File: src/rtl/grid_map_arbiter.sv
// Two-port read arbiter in front of the single-port grid BRAM, with a tag pipeline for returns.
// Define ARB_ROUND_ROBIN_EN for alternating priority instead of ray priority plus ctl starvation guard.
module grid_map_arbiter #(
    parameter int unsigned N          = 24,
    parameter int unsigned ADDR_W     = $clog2(N * N),
    parameter int unsigned DATA_W     = 4,
    parameter int unsigned RD_LATENCY = 2,
    parameter int unsigned MAX_WAIT   = 8
) (
    input  logic              pixel_clk_in,
    input  logic              rst_in,
    input  logic              ray_req_in,
    input  logic [ADDR_W-1:0] ray_addr_in,
    output logic              ray_gnt_out,
    output logic [DATA_W-1:0] ray_data_out,
    output logic              ray_valid_out,
    input  logic              ctl_req_in,
    input  logic [ADDR_W-1:0] ctl_addr_in,
    output logic              ctl_gnt_out,
    output logic [DATA_W-1:0] ctl_data_out,
    output logic              ctl_valid_out,
    output logic [ADDR_W-1:0] map_addr_out,
    input  logic [DATA_W-1:0] map_data_in,
    output logic              busy_out
);
    localparam int unsigned DEPTH = 1 + RD_LATENCY;
    localparam logic [ADDR_W:0] CELLS = (ADDR_W + 1)'(N * N);

    logic              ctl_prio;
    logic              any_gnt;
    logic [ADDR_W-1:0] gnt_addr;
    logic              gnt_oob;
    logic [DEPTH-1:0]  tag_valid;
    logic [DEPTH-1:0]  tag_port;   // 0 = ray, 1 = ctl
    logic [DEPTH-1:0]  tag_oob;
    logic [DATA_W-1:0] resp_data;
    logic [DATA_W-1:0] ray_data_q;
    logic [DATA_W-1:0] ctl_data_q;

`ifdef ARB_ROUND_ROBIN_EN
    logic rr_ptr;

    assign ctl_prio = rr_ptr;

    always_ff @(posedge pixel_clk_in or negedge rst_in) begin
        if (!rst_in) begin
            rr_ptr <= 1'b0;
        end else if (ray_req_in && ctl_req_in) begin
            rr_ptr <= ~rr_ptr;
        end
    end
`else
    localparam int unsigned WAIT_W = $clog2(MAX_WAIT + 1);
    localparam logic [WAIT_W-1:0] WAIT_MAX = WAIT_W'(MAX_WAIT - 1);

    logic [WAIT_W-1:0] wait_cnt;

    assign ctl_prio = (wait_cnt == WAIT_MAX);

    always_ff @(posedge pixel_clk_in or negedge rst_in) begin
        if (!rst_in) begin
            wait_cnt <= '0;
        end else if (ctl_req_in && !ctl_gnt_out) begin
            if (wait_cnt != WAIT_MAX) begin
                wait_cnt <= wait_cnt + 1'b1;
            end
        end else begin
            wait_cnt <= '0;
        end
    end
`endif

    // Grants are suppressed while reset is held so all outputs read 0.
    always_comb begin
        ray_gnt_out = rst_in & ray_req_in & ~(ctl_req_in & ctl_prio);
        ctl_gnt_out = rst_in & ctl_req_in & (~ray_req_in | ctl_prio);
        any_gnt     = ray_gnt_out | ctl_gnt_out;
        gnt_addr    = ctl_gnt_out ? ctl_addr_in : ray_addr_in;
        gnt_oob     = ({1'b0, gnt_addr} >= CELLS);
    end

    always_ff @(posedge pixel_clk_in or negedge rst_in) begin
        if (!rst_in) begin
            tag_valid    <= '0;
            tag_port     <= '0;
            tag_oob      <= '0;
            map_addr_out <= '0;
            ray_data_q   <= '0;
            ctl_data_q   <= '0;
        end else begin
            tag_valid <= {tag_valid[DEPTH-2:0], any_gnt};
            tag_port  <= {tag_port[DEPTH-2:0], ctl_gnt_out};
            tag_oob   <= {tag_oob[DEPTH-2:0], gnt_oob};
            if (any_gnt && !gnt_oob) begin
                map_addr_out <= gnt_addr;
            end
            if (ray_valid_out) begin
                ray_data_q <= resp_data;
            end
            if (ctl_valid_out) begin
                ctl_data_q <= resp_data;
            end
        end
    end

    // Out-of-range reads return a wall so the collision checker blocks the move.
    always_comb begin
        resp_data     = tag_oob[DEPTH-1] ? DATA_W'(1) : map_data_in;
        ray_valid_out = tag_valid[DEPTH-1] & ~tag_port[DEPTH-1];
        ctl_valid_out = tag_valid[DEPTH-1] & tag_port[DEPTH-1];
        ray_data_out  = ray_valid_out ? resp_data : ray_data_q;
        ctl_data_out  = ctl_valid_out ? resp_data : ctl_data_q;
        busy_out      = |tag_valid;
    end
endmodule

File: config.mk
export PLATFORM = sky130hd
export DESIGN_NAME = grid_map_arbiter
export DESIGN_NICKNAME = d
export VERILOG_FILES = /design/src/rtl/grid_map_arbiter.sv
export SDC_FILE = /design/constraint.sdc
export NUM_CORES = 1
export LEC_CHECK = 0
export ABC_AREA = 1
export BUFFER_PORTS_ARGS = -buffer_cell sky130_fd_sc_hd__buf_2
export CAP_MARGIN = 25
export CORE_ASPECT_RATIO = 1.25
export CORE_MARGIN = 1.5
export CORE_UTILIZATION = 51
export CTS_BUF_LIST = sky130_fd_sc_hd__clkbuf_8
export CTS_CLUSTER_DIAMETER = 40
export CTS_CLUSTER_SIZE = 8
export DETAILED_ROUTE_END_ITERATION = 16
export PLACE_DENSITY = 0.87
export RECOVER_POWER = 50
export SYNTH_ARGS = -nofsm -noshare
export SYNTH_HDL_FRONTEND = slang
export SYNTH_SLANG_ARGS = --single-unit
File: constraint.sdc
create_clock -name pixel_clk_in -period 2.1 [get_ports pixel_clk_in]
set_input_delay 0.525 -clock pixel_clk_in [delete_from_list [all_inputs] [get_ports pixel_clk_in]]
set_output_delay 0.525 -clock pixel_clk_in [all_outputs]
set_load 0.005 [all_outputs]
==> metrics, run 1 <==
status complete, no violations; number of global-route vias before repair 992; r2r endpoint map_addr_out[0]; P_leak 1.087 nW; CTS sink count 31; final net count 247; hold path depth 0; first-pass GRT wire length 4395 microns; core area 0.002654 sq mm; cell count after synthesis 162; PD cells 892.9 mW/mm^2; R2R Path Start wait_cnt[0]; GPL Wtd Cong 0.7749; chip height 61.74 microns; Setup CP Type flop to output pin; mapped cell area 0.001408 sq mm; Clock Tree Root clkbuf_8; Sw Ratio 0.2540; Data arrival, critical path 1.47 ns; CTS tree done; Mapped Nets 191; Clock Power Share 0.373; Net Switching 408.3 uW; initial core utilization 0.5304; Cell variety after synth 18; slew margin rel. 0.4864; Layout fillers 239; post-route clock period utilization 0.9513; top cell type's share of synthesized area 0.5511; Post-DP HPWL 2027 microns; layout cell share with drive strength beyond 1 0.3379; clk_lat worst skew 0.29 ns; drt first-iter violations 20; Hold Fails Final Rpt 0; final WL 2734 microns; combinational power share 0.175; Yosys top cell by area dfrtp_1; dpl cells 244; Critical Path RT 1.57 ns; io pins 51; Yosys reg bits 31; grt ovf 0; CP max FO 15; Num CTS Buffers 5; largest cells by area after synthesis dfrtp_1 (55%), nand2_1 (17%), inv_1 (5.6%); post-placement setup slack 0.2356 ns; VDD IR max 0.6340 mV; Hold Path Sink tag_port[2]; post-synthesis sequential area ratio 0.5511; fmax 0.5006 GHz; mean number of vias per cell 4.617; Hold Startpoint tag_port[1]; r2r setup slk 0.24 ns; final std cells w/o fill 253; Worst-path clk slew 0.07 ns; die area 0.003086 sq mm; reg2reg path depth 11; Pre-antenna DRT Iters 4; Final min period 1.998 ns; worst hold path type flop to flop; Post-route DRC 0; number of diodes 0; Sequential Power Share 0.451; startpoint types flop; Avg Inst Size Synth 8.689 sq um; PortBufs 50; CTS H-Tree Depth 2; initial antenna violation count 0; Setup WS post-layout 0.1023 ns; final setup fails 0; Maximum Capacitance Violations 0; synthesis-to-layout area growth 27.91%; crit end category output pin; Clock Tree Buf Depth 2; via count 1168; wire per inst 10.81 microns; worst-margin pin slew 0.7704 ns; Die Width 49.99 microns; Antenna Nets Post-Route 0; Final Max Slew Viols 0; largest net degree at the start of global routing 33; # rows 21; GR Util All Layers 0.1987; Internal 1.199 mW; Setup Skew 0.006753 ns; yosys warns 0
[routing by layer]
metal,vias to the layer above,wire length (microns),GRT usage
met2,48,1353,0.3327
li1,610,-,-
met1,506,1117,0.2175
met3,4,218,0.08134
met5,-,0,0
met4,0,44,0.1111
[cell usage after synthesis]
library cell,count
nand2_4,2
a41o_1,1
inv_2,1
or2_2,2
mux2_2,4
xor2_1,1
dfrtp_1,31
nand3b_1,2
inv_1,21
nand3_2,1
buf_6,3
ha_1,1
nand2_1,63
nand3_1,15
o21ai_2,1
o21ai_0,2
nor2_1,8
nand2_2,3
[per-stage QoR]
stage,hold slack (ns),TNS (ns),power [mW],utilization,area [sq um]
finish,0.3480,0,1.608,0.6785,1800
CTS,0.3066,0,1.625,0.6752,1792
floorplan,0.2294,0,0.8777,-,1408
detailed placement,0.3364,0,1.019,0.6308,1674
global placement,0.3315,0,1.002,0.6308,1674
global route,0.3640,-0.005288,1.704,0.6785,1800
[state kept, by name, summed over array words and instances, names as in the netlist]
signal,count
tag_valid,3
tag_port,3
wait_cnt,4
map_addr_out,10
tag_oob,3
ctl_data_q,4
ray_data_q,4
[critical path, cell delays in order, from the launching register on]
cell and delay [ns]:
dfrtp_1 0.39, ha_1 0.23, nand3_2 0.12, nand2_4 0.07
nand2_4 0.16, inv_4 0.08, buf_2 0.13
[layout make-up]
cell class	count	area (sq um)	area share
well taps	34	42.54	0.02363
flip-flops and latches	31	775.7	0.4309
clock buffers	6	82.58	0.04587
inverters	22	85.08	0.04725
repair buffers	52	261.5	0.1452
multi-input cells	106	518.0	0.2877
clock inverters	2	35.03	0.01946
[how the worst max path moves through the flow]
| stage | to | cells past startpoint | slack [ns] | from |
|---|---|---|---|---|
| finish | ctl_gnt_out | 6 | 0.10 | wait_cnt[0] |
| global route | ctl_gnt_out | 6 | -0.005 | wait_cnt[0] |
| CTS | ray_data_out[2] | 4 | 0.0003 | tag_valid[2] |
| detailed placement | map_addr_out[3] | 11 | 0.24 | rst_in |
| global placement | map_addr_out[8] | 11 | 0.26 | rst_in |
| floorplan | ray_data_out[0] | 2 | 0.49 | map_data_in[0] |
[cell usage in the layout (no fill, tap or decap), drive strengths merged]
master	netlist	final
nand2	68	68
buf	3	50
dfrtp	31	31
inv	22	22
nand3	16	16
nor2	8	8
clkbuf	0	8
mux2	4	4
o21ai	3	3
or2	2	2
nand3b	2	2
xor2	1	1
a41o	1	1
ha	1	1
clkinv	0	1
bufinv	0	1
[logic make-up (layout without fill, tap and decap cells)]
group | Yosys count | in the layout | share of synthesized area
compound gates | 4 | 4 | 0.02045
xor+xnor | 1 | 1 | 0.006223
fa+ha+maj | 1 | 1 | 0.008887
buf+inv | 25 | 82 | 0.08267
flops | 31 | 31 | 0.5511
mux | 4 | 4 | 0.03200
simple gates | 96 | 96 | 0.2987
[power groups by stage]
stage          Combinational [mW]  Sequential, mW  Clock [mW]
5_1_grt                     0.327           0.738       0.639
3_3_place_gp                0.270           0.732           0
4_1_cts                     0.284           0.727       0.615
6_report                    0.282           0.726       0.600
2_1_floorplan               0.145           0.733           0
3_5_place_dp                0.283           0.736           0
[timing repair]
item / 4_1_cts / 5_1_grt
gates resized for setup: 0 / 2
hold buffers: 0 / 0
setup endpoints to repair: 0 / 6
buffers inserted: 0 / 1
Power figures use the tool's default switching activity.
==> inputs of run 2 (changes only) <==
--- a/config.mk
+++ b/config.mk
@@ -8,7 +8,7 @@
 export ABC_AREA = 1
 export BUFFER_PORTS_ARGS = -buffer_cell sky130_fd_sc_hd__buf_2
 export CAP_MARGIN = 25
-export CORE_ASPECT_RATIO = 1.25
+export CORE_ASPECT_RATIO = 0.9
 export CORE_MARGIN = 1.5
 export CORE_UTILIZATION = 51
 export CTS_BUF_LIST = sky130_fd_sc_hd__clkbuf_8
==> metrics, run 2 (synthesized netlist as in run 1, its figures left out) <==
mean number of vias per cell 4.768 (was 4.617); die area 0.003085 sq mm (was 0.003086 sq mm); most frequent cells in the layout nand2_1 (63), buf_2 (49), dfrtp_1 (31), inv_1 (21), nand3_1 (15) (unchanged); # Post-CTS Setup Buffers 0 (unchanged); first-pass GRT wire length 4340 microns (was 4395 microns); grt ovf 0 (unchanged); Data arrival, critical path 1.49 ns (was 1.47 ns); Maximum Capacitance Violations 0 (unchanged); r2r setup slk 0.22 ns (was 0.24 ns); hold path depth 0 (unchanged); layout cell share with drive strength beyond 1 0.3349 (was 0.3379); crit end category output pin (unchanged); PD cells 888.0 mW/mm^2 (was 892.9 mW/mm^2); register with the most flip-flops map_addr_out (unchanged); worst-margin pin slew 0.7310 ns (was 0.7704 ns); Sequential Power Share 0.455 (was 0.451); core area 0.002531 sq mm (was 0.002654 sq mm); commonest non-fill, non-tap cell in the layout nand2_1 (unchanged); PortBufs 50 (unchanged); fmax 0.4971 GHz (was 0.5006 GHz); status complete, no violations (unchanged); initial core utilization 0.5561 (was 0.5304); Antenna Nets Post-Route 0 (unchanged); Clock Tree Root clkbuf_8 (unchanged); slew margin rel. 0.5127 (was 0.4864); Final Max Slew Viols 0 (unchanged); drt first-iter violations 31 (was 20); via count 1173 (was 1168); Worst Setup SP wait_cnt[0] (unchanged); Setup CP Type flop to output pin (unchanged); Worst Setup EP ctl_gnt_out (unchanged); number of diodes 0 (unchanged); Setup Skew 0.004550 ns (was 0.006753 ns); startpoint types flop (unchanged); Num CTS Buffers 5 (unchanged); Final min period 2.012 ns (was 1.998 ns); io pins 51 (unchanged); Hold Fails Final Rpt 0 (unchanged); CTS sink count 31 (unchanged); R2R Path Start wait_cnt[0] (unchanged); Clock Power Share 0.369 (was 0.373); # rows 17 (was 21); GPL Wtd Cong 0.7796 (was 0.7749); Critical Path RT 1.57 ns (about the same); final WL 2724 microns (was 2734 microns); chip height 52.84 microns (was 61.74 microns); CTS H-Tree Depth 2 (unchanged); Worst-path clk slew 0.06 ns (was 0.07 ns); reg2reg path depth 11 (unchanged); final setup fails 0 (unchanged); Net Switching 394.9 uW (was 408.3 uW); Post-DP HPWL 2021 microns (was 2027 microns); combinational power share 0.175 (about the same); VDD IR max 0.5164 mV (was 0.6340 mV); wire per inst 11.07 microns (was 10.81 microns); initial antenna violation count 0 (unchanged); Die Width 58.38 microns (was 49.99 microns); post-placement setup slack 0.2026 ns (was 0.2356 ns); largest net degree at the start of global routing 33 (unchanged); clk_lat worst skew 0.27 ns (was 0.29 ns); max reg flops 10 (unchanged); placed cell area 0.001667 sq mm (was 0.001674 sq mm); final net count 246 (was 247); Pre-antenna DRT Iters 4 (unchanged); post-route clock period utilization 0.9579 (was 0.9513); Setup WS post-layout 0.08832 ns (was 0.1023 ns); worst hold slack 0.3512 ns (was 0.3480 ns); CP max FO 15 (unchanged); P_leak 1.077 nW (was 1.087 nW); Internal 1.198 mW (was 1.199 mW); Sw Ratio 0.2479 (was 0.2540); Post-route DRC 0 (unchanged); synthesis-to-layout area growth 27.47% (was 27.91%); worst hold path type flop to flop (unchanged); Clock Tree Buf Depth 2 (unchanged); r2r endpoint map_addr_out[5] (was map_addr_out[0]); unrepaired setup endpoints after global routing false; CTS tree done (unchanged); fin area 0.001794 sq mm (was 0.001800 sq mm); number of global-route vias before repair 1018 (was 992); GR Util All Layers 0.1947 (was 0.1987); setup TNS 0 ns (unchanged)
[run 2: worst max-delay path, cell delays in order (launching register included)]
cell and delay (ns):
dfrtp_1 0.39, ha_1 0.22, nand3_2 0.14, nand2_4 0.13
nand2_8 0.10, inv_4 0.11, buf_2 0.11
[run 2: final cells by class]
type,count,area [sq um]
flip-flops and latches,31,775.7
well taps,28,35.03
multi-input cells,106,526.8
clock buffers,6,82.58
inverters,22,85.08
fillers,191,737.0
repair buffers,51,254.0
clock inverters,2,35.03
[run 2: power by group through the flow]
stage          Combinational (mW)  Sequential (mW)  Clock, mW
2_1_floorplan               0.145            0.733          0
3_3_place_gp                0.270            0.733          0
3_5_place_dp                0.280            0.736          0
4_1_cts                     0.282            0.726      0.601
5_1_grt                     0.319            0.734      0.636
6_report                    0.279            0.726      0.588
[run 2: through the flow]
| step | total power [mW] | std cells | utilization |
|---|---|---|---|
| 4_1_cts | 1.610 | 246 | 0.7049 |
| 5_1_grt | 1.689 | 246 | 0.7088 |
| 6_report | 1.593 | 246 | 0.7088 |
| 3_5_place_dp | 1.016 | 238 | 0.6584 |
| 2_1_floorplan | 0.8777 | 162 | - |
| 3_3_place_gp | 1.004 | 238 | 0.6584 |
[run 2: worst min path at each step]
| stage | from | endpoint | slack, ns |
|---|---|---|---|
| detailed placement | tag_port[0] | tag_port[1] | 0.34 |
| global placement | tag_port[0] | tag_port[1] | 0.33 |
| CTS | rst_in | tag_port[1] | 0.31 |
| global route | tag_port[0] | tag_port[1] | 0.35 |
| floorplan | rst_in | ctl_data_q[0] | 0.23 |
| finish | tag_port[0] | tag_port[1] | 0.35 |
[run 2: what timing repair did]
item                                    in CTS  in global routing
gates resized for setup                      0                  3
hold buffers                                 0                  0
endpoints found under the setup margin       0                  2
[run 2: layer usage]
layer / wire [microns] / part of all wire / vias to the layer above / global-route usage
met5: 0 / 0 / - / 0
met4: 21 / 0.0077 / 0 / 0.06977
li1: - / - / 607 / -
met1: 1167 / 0.43 / 519 / 0.2226
met2: 1353 / 0.50 / 45 / 0.3371
met3: 181 / 0.066 / 2 / 0.06667
==> inputs of run 3 (changes only) <==
--- a/config.mk
+++ b/config.mk
@@ -7,7 +7,6 @@
 export LEC_CHECK = 0
 export ABC_AREA = 1
 export BUFFER_PORTS_ARGS = -buffer_cell sky130_fd_sc_hd__buf_2
-export CAP_MARGIN = 25
 export CORE_ASPECT_RATIO = 0.9
 export CORE_MARGIN = 1.5
 export CORE_UTILIZATION = 51
@@ -15,6 +14,7 @@
 export CTS_CLUSTER_DIAMETER = 40
 export CTS_CLUSTER_SIZE = 8
 export DETAILED_ROUTE_END_ITERATION = 16
+export MAX_ROUTING_LAYER = met4
 export PLACE_DENSITY = 0.87
 export RECOVER_POWER = 50
 export SYNTH_ARGS = -nofsm -noshare
==> metrics, run 3 (synthesized netlist as in run 1, its figures left out) <==
number of global-route vias before repair 1019 (was 1018); Hold Fails Final Rpt 0 (unchanged); Hold Path Sink tag_port[1] (unchanged); # rows 17 (unchanged); io pins 51 (unchanged); CP Buf/Inv Count 2 (unchanged); CTS tree done (unchanged); Post-DP HPWL 2021 microns (unchanged); first-pass GRT wire length 4340 microns (unchanged); Final min period 2.011 ns (was 2.012 ns); crit end category output pin (unchanged); R2R Path Start wait_cnt[0] (unchanged); placed cell area 0.001667 sq mm (unchanged); most frequent cells in the layout nand2_1 (63), buf_2 (49), dfrtp_1 (31), inv_1 (21), nand3_1 (15) (unchanged); worst hold path type flop to flop (unchanged); largest net degree at the start of global routing 33 (unchanged); slew margin rel. 0.5058 (was 0.5127); Num CTS Buffers 5 (unchanged); commonest non-fill, non-tap cell in the layout nand2_1 (unchanged); total power 1.596 mW (was 1.593 mW); Die Width 58.38 microns (unchanged); post-cts hold buffer count 0 (unchanged); Post-route DRC 0 (unchanged); mean number of vias per cell 4.752 (was 4.768); via count 1169 (was 1173); Setup CP Type flop to output pin (unchanged); final net count 246 (unchanged); initial core utilization 0.5561 (unchanged); final WL 2738 microns (was 2724 microns); number of diodes 0 (unchanged); r2r endpoint map_addr_out[7] (was map_addr_out[5]); VDD IR max 0.5162 mV (was 0.5164 mV); family with the most delay on the worst path flip-flops (unchanged); Antenna Nets Post-Route 0 (unchanged); initial antenna violation count 0 (unchanged); wire per inst 11.13 microns (was 11.07 microns); CP max FO 15 (unchanged); Reg area 775.7 sq um (unchanged); # Post-CTS Setup Buffers 0 (unchanged); worst-margin pin slew 0.7413 ns (was 0.7310 ns); Maximum Capacitance Violations 0 (unchanged); drt first-iter violations 31 (unchanged); PD cells 889.3 mW/mm^2 (was 888.0 mW/mm^2); reg2reg path depth 11 (unchanged); Setup Skew 0.004986 ns (was 0.004550 ns); core area 0.002531 sq mm (unchanged); CP max stage delay 0.39 ns (about the same); Crit-path slowest cell dfrtp_1 (unchanged); CTS sink count 31 (unchanged); GPL Wtd Cong 0.7902 (was 0.7796); setup TNS 0 ns (unchanged); Critical Path RT 1.57 ns (about the same); Clock Tree Root clkbuf_8 (unchanged); P_leak 1.077 nW (unchanged); grt ovf 0 (unchanged); status complete, no violations (unchanged); hold path depth 0 (unchanged); register with the most flip-flops map_addr_out (unchanged); final std cells w/o fill 246 (unchanged); startpoint types flop (unchanged); final setup fails 0 (unchanged); die area 0.003085 sq mm (unchanged); Layout fillers 191 (unchanged); PortBufs 50 (unchanged); Pre-antenna DRT Iters 4 (unchanged); clk_lat worst skew 0.28 ns (was 0.27 ns); chip height 52.84 microns (unchanged); synthesis-to-layout area growth 27.47% (unchanged); r2r setup slk 0.22 ns (about the same); Clock Tree Buf Depth 2 (unchanged); Post-CTS Resized 0 (unchanged); Worst-path clk slew 0.06 ns (about the same); CTS H-Tree Depth 2 (unchanged); fmax 0.4971 GHz (about the same); footprint of the multi-input gates 526.8 sq um (unchanged); Hold Startpoint tag_port[0] (unchanged); max reg flops 10 (unchanged); Data arrival, critical path 1.49 ns (about the same); fin area 0.001794 sq mm (unchanged); layout cell share with drive strength beyond 1 0.3349 (unchanged); dpl cells 238 (unchanged); crit-path cells ha_1, nand3_2, nand2_4, nand2_8, inv_4, buf_2 (unchanged); Final Max Slew Viols 0 (unchanged); post-route clock period utilization 0.9579 (about the same); GR Util All Layers 0.1999 (was 0.1947); unrepaired setup endpoints after global routing false (unchanged)
[run 3: cell counts in the layout (fill, tap and decap cells not counted)]
Identical to the previous run, type by type.
[run 3: worst register-to-register path: cells and delay by family (launching register included)]
family	cells	cell delay (ns)
flops	1	0.41
fa+ha+maj	1	0.25
simple gates	10	1.11
[run 3: final cells by class]
class	instances	area share
Clock inverter	2	0.01953
Sequential cell	31	0.4324
Multi-Input combinational cell	106	0.2936
Inverter	22	0.04742
Tap cell	28	0.01953
Clock buffer	6	0.04603
Timing Repair Buffer	51	0.1416
[run 3: worst max-delay path by stage]
stage	start	to	slack, ns	cells past startpoint
floorplan	map_data_in[0]	ray_data_out[0]	0.49	2
global route	wait_cnt[0]	ray_gnt_out	0.002	7
finish	wait_cnt[0]	ctl_gnt_out	0.09	6
CTS	wait_cnt[0]	ctl_gnt_out	0.02	6
global placement	rst_in	map_addr_out[5]	0.27	11
detailed placement	wait_cnt[0]	map_addr_out[5]	0.20	11
[run 3: per-layer routing]
layer	vias up	wire, microns	global-route usage	part of all wire
met1	515	1194	0.2258	0.44
met5	-	0	-	0
li1	607	-	-	-
met2	45	1347	0.3371	0.49
met3	2	175	0.06173	0.064
met4	0	20	0.06977	0.0073
[run 3: report_power, final]
| part | leakage (nW) | switching, mW | internal, mW |
|---|---|---|---|
| clock | 0.0612 | 0.206 | 0.383 |
| sequential | 0.390 | 0.0401 | 0.686 |
| combinational | 0.626 | 0.151 | 0.130 |
| total | 1.08 | 0.397 | 1.20 |
[run 3: per-stage QoR]
stage / worst slack, ns / hold slack, ns / util
after global routing: 0.002267 / 0.3549 / 0.7088
after global placement: 0.2701 / 0.3320 / 0.6584
final: 0.08850 / 0.3520 / 0.7088
after detailed placement: 0.2026 / 0.3364 / 0.6584
after CTS: 0.01915 / 0.3133 / 0.7049
after floorplan: 0.4900 / 0.2294 / -
